**config.mk**
```make
export PLATFORM = sky130hd
export DESIGN_NAME = alu_operand_loader
export DESIGN_NICKNAME = d
export VERILOG_FILES = /design/src/rtl/alu_pkg.sv /design/src/rtl/alu_operand_loader.sv
export SDC_FILE = /design/constraint.sdc
export NUM_CORES = 1
export LEC_CHECK = 0
export ABC_AREA = 0
export CAP_MARGIN = 0
export CORE_ASPECT_RATIO = 1.25
export CORE_MARGIN = 4
export CORE_UTILIZATION = 40
export CTS_CLUSTER_DIAMETER = 30
export DETAILED_ROUTE_END_ITERATION = 8
export HOLD_SLACK_MARGIN = 0.05
export PLACE_DENSITY = 0.82
export SYNTH_ARGS = -nofsm -noshare
export SYNTH_HDL_FRONTEND = slang
export SYNTH_SLANG_ARGS = --single-unit
```
**constraint.sdc**
```tcl
create_clock -name i_clk -period 1.6 [get_ports i_clk]
set_input_delay 0.16 -clock i_clk [delete_from_list [all_inputs] [get_ports i_clk]]
set_output_delay 0.16 -clock i_clk [all_outputs]
set_load 0.02 [all_outputs]
```
**src/rtl/alu_pkg.sv**
```systemverilog
// -----------------------------------------------------------------------------
// alu_pkg
// Items shared by the alu, the operand loader and their testbenches:
//   - default operand and opcode widths
//   - the eight opcode encodings
//   - is_legal_opcode(): 1 when an opcode is one of the eight listed below
// -----------------------------------------------------------------------------
package alu_pkg;

    localparam int DEF_NB_DATA   = 8;
    localparam int DEF_NB_OPCODE = 6;

    localparam logic [DEF_NB_OPCODE-1:0] OP_ADD = 6'b100000;
    localparam logic [DEF_NB_OPCODE-1:0] OP_SUB = 6'b100010;
    localparam logic [DEF_NB_OPCODE-1:0] OP_AND = 6'b100100;
    localparam logic [DEF_NB_OPCODE-1:0] OP_OR  = 6'b100101;
    localparam logic [DEF_NB_OPCODE-1:0] OP_XOR = 6'b100110;
    localparam logic [DEF_NB_OPCODE-1:0] OP_SRA = 6'b000011;
    localparam logic [DEF_NB_OPCODE-1:0] OP_SRL = 6'b000010;
    localparam logic [DEF_NB_OPCODE-1:0] OP_NOR = 6'b100111;

    function automatic logic is_legal_opcode(input logic [DEF_NB_OPCODE-1:0] opcode);
        case (opcode)
            OP_ADD, OP_SUB, OP_AND, OP_OR,
            OP_XOR, OP_SRA, OP_SRL, OP_NOR: return 1'b1;
            default:                        return 1'b0;
        endcase
    endfunction

endpackage

```
**src/rtl/alu_operand_loader.sv**
```systemverilog
// -----------------------------------------------------------------------------
// alu_operand_loader
// Collects operand 1, operand 2 and opcode bytes from a valid/ready stream,
// drives the combinational alu from registers, captures the alu result one
// cycle later and hands it downstream over a valid/ready handshake.
//
// Ports:
//   i_clk, i_reset      clock, asynchronous active-high reset
//   i_data, i_valid     incoming byte stream
//   o_ready             high in the three WAIT states (byte can be accepted)
//   i_abort             synchronous abort, returns to S_WAIT_A
//   o_op_1, o_op_2,     registered alu inputs, held until overwritten
//   o_opcode
//   i_alu_result        alu output
//   o_result,           captured result, held until i_result_ready
//   o_result_valid
//   i_result_ready      downstream accepts the result
//   o_error             one-cycle pulse when an illegal opcode is accepted
//   o_count             completed transactions, wraps
// -----------------------------------------------------------------------------
module alu_operand_loader
    import alu_pkg::*;
#(
    parameter int NB_DATA   = DEF_NB_DATA,
    parameter int NB_OPCODE = DEF_NB_OPCODE,
    parameter int NB_COUNT  = 8
) (
    input  logic                 i_clk,
    input  logic                 i_reset,
    input  logic [NB_DATA-1:0]   i_data,
    input  logic                 i_valid,
    output logic                 o_ready,
    input  logic                 i_abort,
    output logic [NB_DATA-1:0]   o_op_1,
    output logic [NB_DATA-1:0]   o_op_2,
    output logic [NB_OPCODE-1:0] o_opcode,
    input  logic [NB_DATA-1:0]   i_alu_result,
    output logic [NB_DATA-1:0]   o_result,
    output logic                 o_result_valid,
    input  logic                 i_result_ready,
    output logic                 o_error,
    output logic [NB_COUNT-1:0]  o_count
);

    typedef enum logic [2:0] {
        S_WAIT_A,
        S_WAIT_B,
        S_WAIT_OP,
        S_EXEC,
        S_RESP
    } state_t;

    state_t               r_state;
    state_t               w_next_state;
    logic [NB_DATA-1:0]   r_op_1;
    logic [NB_DATA-1:0]   r_op_2;
    logic [NB_OPCODE-1:0] r_opcode;
    logic [NB_DATA-1:0]   r_result;
    logic                 r_error;
    logic [NB_COUNT-1:0]  r_count;

    logic w_accept;
    logic w_opcode_legal;
    logic w_load_op_1;
    logic w_load_op_2;
    logic w_load_opcode;
    logic w_set_error;
    logic w_capture;
    logic w_done;

    // Abort blocks acceptance, so a byte offered alongside it is simply dropped
    // by the source's own retry rather than half-consumed here.
    assign o_ready        = (r_state == S_WAIT_A) || (r_state == S_WAIT_B) ||
                            (r_state == S_WAIT_OP);
    assign w_accept       = i_valid && o_ready && !i_abort;
    assign w_opcode_legal = is_legal_opcode(i_data[NB_OPCODE-1:0]);

    always_comb begin
        // NOTE: every signal gets a default before the case so no path leaves
        // one unassigned, which would otherwise infer a latch.
        w_next_state  = r_state;
        w_load_op_1   = 1'b0;
        w_load_op_2   = 1'b0;
        w_load_opcode = 1'b0;
        w_set_error   = 1'b0;
        w_capture     = 1'b0;
        w_done        = 1'b0;

        case (r_state)
            S_WAIT_A: if (w_accept) begin
                w_load_op_1  = 1'b1;
                w_next_state = S_WAIT_B;
            end
            S_WAIT_B: if (w_accept) begin
                w_load_op_2  = 1'b1;
                w_next_state = S_WAIT_OP;
            end
            S_WAIT_OP: if (w_accept) begin
                if (w_opcode_legal) begin
                    w_load_opcode = 1'b1;
                    w_next_state  = S_EXEC;
                end else begin
                    w_set_error  = 1'b1;
                    w_next_state = S_WAIT_A;
                end
            end
            S_EXEC: begin
                // The alu has had a full cycle to settle on the new operands.
                w_capture    = !i_abort;
                w_next_state = S_RESP;
            end
            S_RESP: if (i_result_ready && !i_abort) begin
                w_done       = 1'b1;
                w_next_state = S_WAIT_A;
            end
            default: w_next_state = S_WAIT_A;
        endcase

        // Abort overrides every transition above.
        if (i_abort) begin
            w_next_state = S_WAIT_A;
        end
    end

    // NOTE: sequential state uses non-blocking assignments so every register
    // samples pre-edge values regardless of statement order.
    always_ff @(posedge i_clk or posedge i_reset) begin
        if (i_reset) begin
            r_state  <= S_WAIT_A;
            r_op_1   <= '0;
            r_op_2   <= '0;
            r_opcode <= '0;
            r_result <= '0;
            r_error  <= 1'b0;
            r_count  <= '0;
        end else begin
            r_state <= w_next_state;
            r_error <= w_set_error;
            if (w_load_op_1)   r_op_1   <= i_data;
            if (w_load_op_2)   r_op_2   <= i_data;
            if (w_load_opcode) r_opcode <= i_data[NB_OPCODE-1:0];
            if (w_capture)     r_result <= i_alu_result;
            if (w_done)        r_count  <= r_count + NB_COUNT'(1);
        end
    end

    assign o_op_1         = r_op_1;
    assign o_op_2         = r_op_2;
    assign o_opcode       = r_opcode;
    assign o_result       = r_result;
    assign o_result_valid = (r_state == S_RESP);
    assign o_error        = r_error;
    assign o_count        = r_count;

endmodule

```
==> metrics.cfg, run 1 <==
[timing]
max_freq_ghz = 0.6381
finalSetupViolations = 0
fin_ws_ns = 0.03275
max-slew-margin-rel_pct = 59.97
timing.final.hold_violations = 0
finalSetupTns_ns = 0
worst_slew_pin_slew_ns = 0.5968
rsz0062_at_grt = yes
min_period_over_period_pct = 97.95
drv_slew = 0
period_needed_ns = 1.567
whs_ns = 0.1697
skew_ns = 0.002943

[setup_path]
cp-end-kind = flip-flop
r2r_slack_ns = 0.03
worstSetupPathType = flip-flop to flip-flop
arrival_ns = 1.74
r2r_start = r_state[1]$_DFFE_PP0P_
r2r_end = o_op_2[1]$_DFFE_PP0P_
r2r_cells = 3
critPathLaunchType = flip-flop
critPathRequiredTime_ns = 1.78
crit_fanout = 8

[synthesis]
yosys-top-cells-area = dfrtp_1 60%, mux2_2 13%, mux2_4 6.8%, xnor2_1 3.0%, nand4_1 1.4%
ys_seq_area_share_pct = 59.87
syn-cell-area_um2 = 1755
synth-main-ff-cell = dfrtp_1
synthArstFlopShare_pct = 100.0
synth_edf_count = 0
synth-seq-cells = 42
yosysUniqueCellTypes = 30
synth_nets = 144
syn_avg_cell_area_um2 = 14.39
synthCells = 122
synth_top_area_share_pct = 59.87
synth_common_cells = 42 x dfrtp_1, 21 x mux2_2, 8 x mux2_4, 6 x xnor2_1, 5 x nand2_1
post-synth-top-count-cell = dfrtp_1
yosysTopAreaCell = dfrtp_1
synth.yosys.warnings = 0

[cells_and_area]
design_area_um2 = 2750
fin_util_pct = 66.05
nFillCells = 350
drive_gt1_share_pct = 33.18
fin_cells = 270
insertedDiodeCount = 0
syn_to_final_growth_pct = 56.66
layout.nets = 235

[floorplan]
rows = 26
start_util_pct = 42.16
die_h_um = 82.07
coreArea_um2 = 4164
die_area_um2 = 5519
pin_count = 62
die_w_um = 67.25

[grt]
grt_overflow = 0
use_met2_pct = 28.81
grt_util_met1_pct = 19.35
grt_use_met3_pct = 6.430
busiest_layer = met2
grt_usage_pct = 17.33
grt_start_max_net_pins = 19
antenna_found_initial = 0
grt_pass1_wl_um = 6969
grt_pass1_vias = 1450

[place]
place_area_um2 = 2580
place.detailed.hpwl_um = 3212
gp_congestion = 0.8022
placed_cells = 257
place_ws_ns = -0.2416
io_buffers = 61

[power]
vdd.ir_drop.worst_mv = 0.6799
total_leakage_power_nw = 1.280
power_per_cell_area_nw_per_um2 = 1095
total_power_mw = 3.012

[clocking]
hold_buffers = 0
htreeDepth = 2
clock_path_buffers = 2
clk_pin_slew_worst_paths_ns = 0.08
cts_tree = yes
cts_made_buffers = 5
clkLatencyLatePin_ns = 0.29
cts_root_buf = clkbuf_8
cts_sinks = 42

[min_path]
hp-class = input port to asynchronous set/reset pin

[drt]
firstDrtPassIters = 4
vias_per_cell = 4.926
drt-initial-drc-count = 15
drc = 0
num_vias = 1330
antenna_left = 0
wirelength_um = 4312
wl_per_cell_um = 15.97

[status]
status = completed

[job]
drv_cap = 0

## where the power goes
group | switching [mW] | internal [mW] | leakage [nW]
clock network | 0.343 | 0.435 | 0.0575
logic | 0.395 | 0.510 | 0.682
registers | 0.105 | 1.22 | 0.540
total | 0.843 | 2.17 | 1.28
## registers in the layout (all words and copies together), names as in the netlist
register and cells:
o_count 8, o_opcode 6, o_error 1, o_op_1 8
r_state 3, o_result 8, o_op_2 8
## layout make-up
type	instances	area, µm²	area share, %
Multi-Input combinational cell	76	709.4	25.80
Clock buffer	8	110.1	4.004
Tap cell	56	70.07	2.548
Sequential cell	42	1051	38.22
Inverter	3	11.26	0.4095
Timing Repair Buffer	85	798.3	29.03
## critical path, cell delays in order (launching register included)
cell and delay [ns]:
dfrtp_1 0.42, nand2b_4 0.17, or4_4 0.52, mux2_4 0.34
## routing by layer
layer	vias to the layer above	wire length, µm
met1	646	1623
met4	0	126
met3	13	312
met5	-	0
met2	57	2250
li1	614	-
## how the worst max path moves through the flow
stage	depth (start not counted)	endpoint	slack, ns	startpoint
after CTS	5	o_opcode[1]$_DFFE_PP0P_	-0.03	r_state[0]$_DFFE_PP0P_
after floorplan	4	o_opcode[0]$_DFFE_PP0P_	0.04	r_state[0]$_DFFE_PP0P_
final	3	o_op_2[1]$_DFFE_PP0P_	0.03	r_state[1]$_DFFE_PP0P_
after global routing	3	o_op_2[1]$_DFFE_PP0P_	-0.01	r_state[1]$_DFFE_PP0P_
after detailed placement	5	o_opcode[0]$_DFFE_PP0P_	-0.24	i_abort
after global placement	5	o_opcode[1]$_DFFE_PP0P_	-0.19	i_data[2]
## repair_timing
action | 4_1_cts | 5_1_grt
gates resized for setup | 7 | 8
endpoints found under the hold margin | 0 | 0
buffers inserted | 4 | 1
setup endpoints to repair | 6 | 18
pin swaps | 2 | 1
## cells in the final DEF, fill, tap and decap left out, types with 2 or more instances in the layout
master / Yosys / final
clkdlybuf4s50_1: 0 / 57
dfrtp_1: 42 / 42
buf_4: 0 / 23
mux2_2: 21 / 21
mux2_4: 8 / 8
clkbuf_8: 0 / 8
xnor2_1: 6 / 6
nand2_1: 5 / 5
nor2b_1: 4 / 4
nand4_1: 4 / 4
nor2_1: 4 / 3
o22ai_1: 2 / 2
nand2b_1: 2 / 2
inv_1: 3 / 2
dlymetal6s2s_1: 0 / 2
## kinds of logic after synthesis
logic type / Yosys count / synth area share (%)
flops: 42 / 59.87
simple gates: 32 / 11.83
mux: 29 / 20.31
compound gates: 7 / 2.495
xor+xnor: 7 / 3.493
buf+inv: 4 / 1.283
fa+ha+maj: 1 / 0.7126
(Power assumes the default switching activity.)
==> run 2: changes to the inputs <==
- CTS_CLUSTER_DIAMETER: 30 -> 40
==> results of run 2 <==
Same layout as run 1: the final DEF is identical, and so are final timing and power.
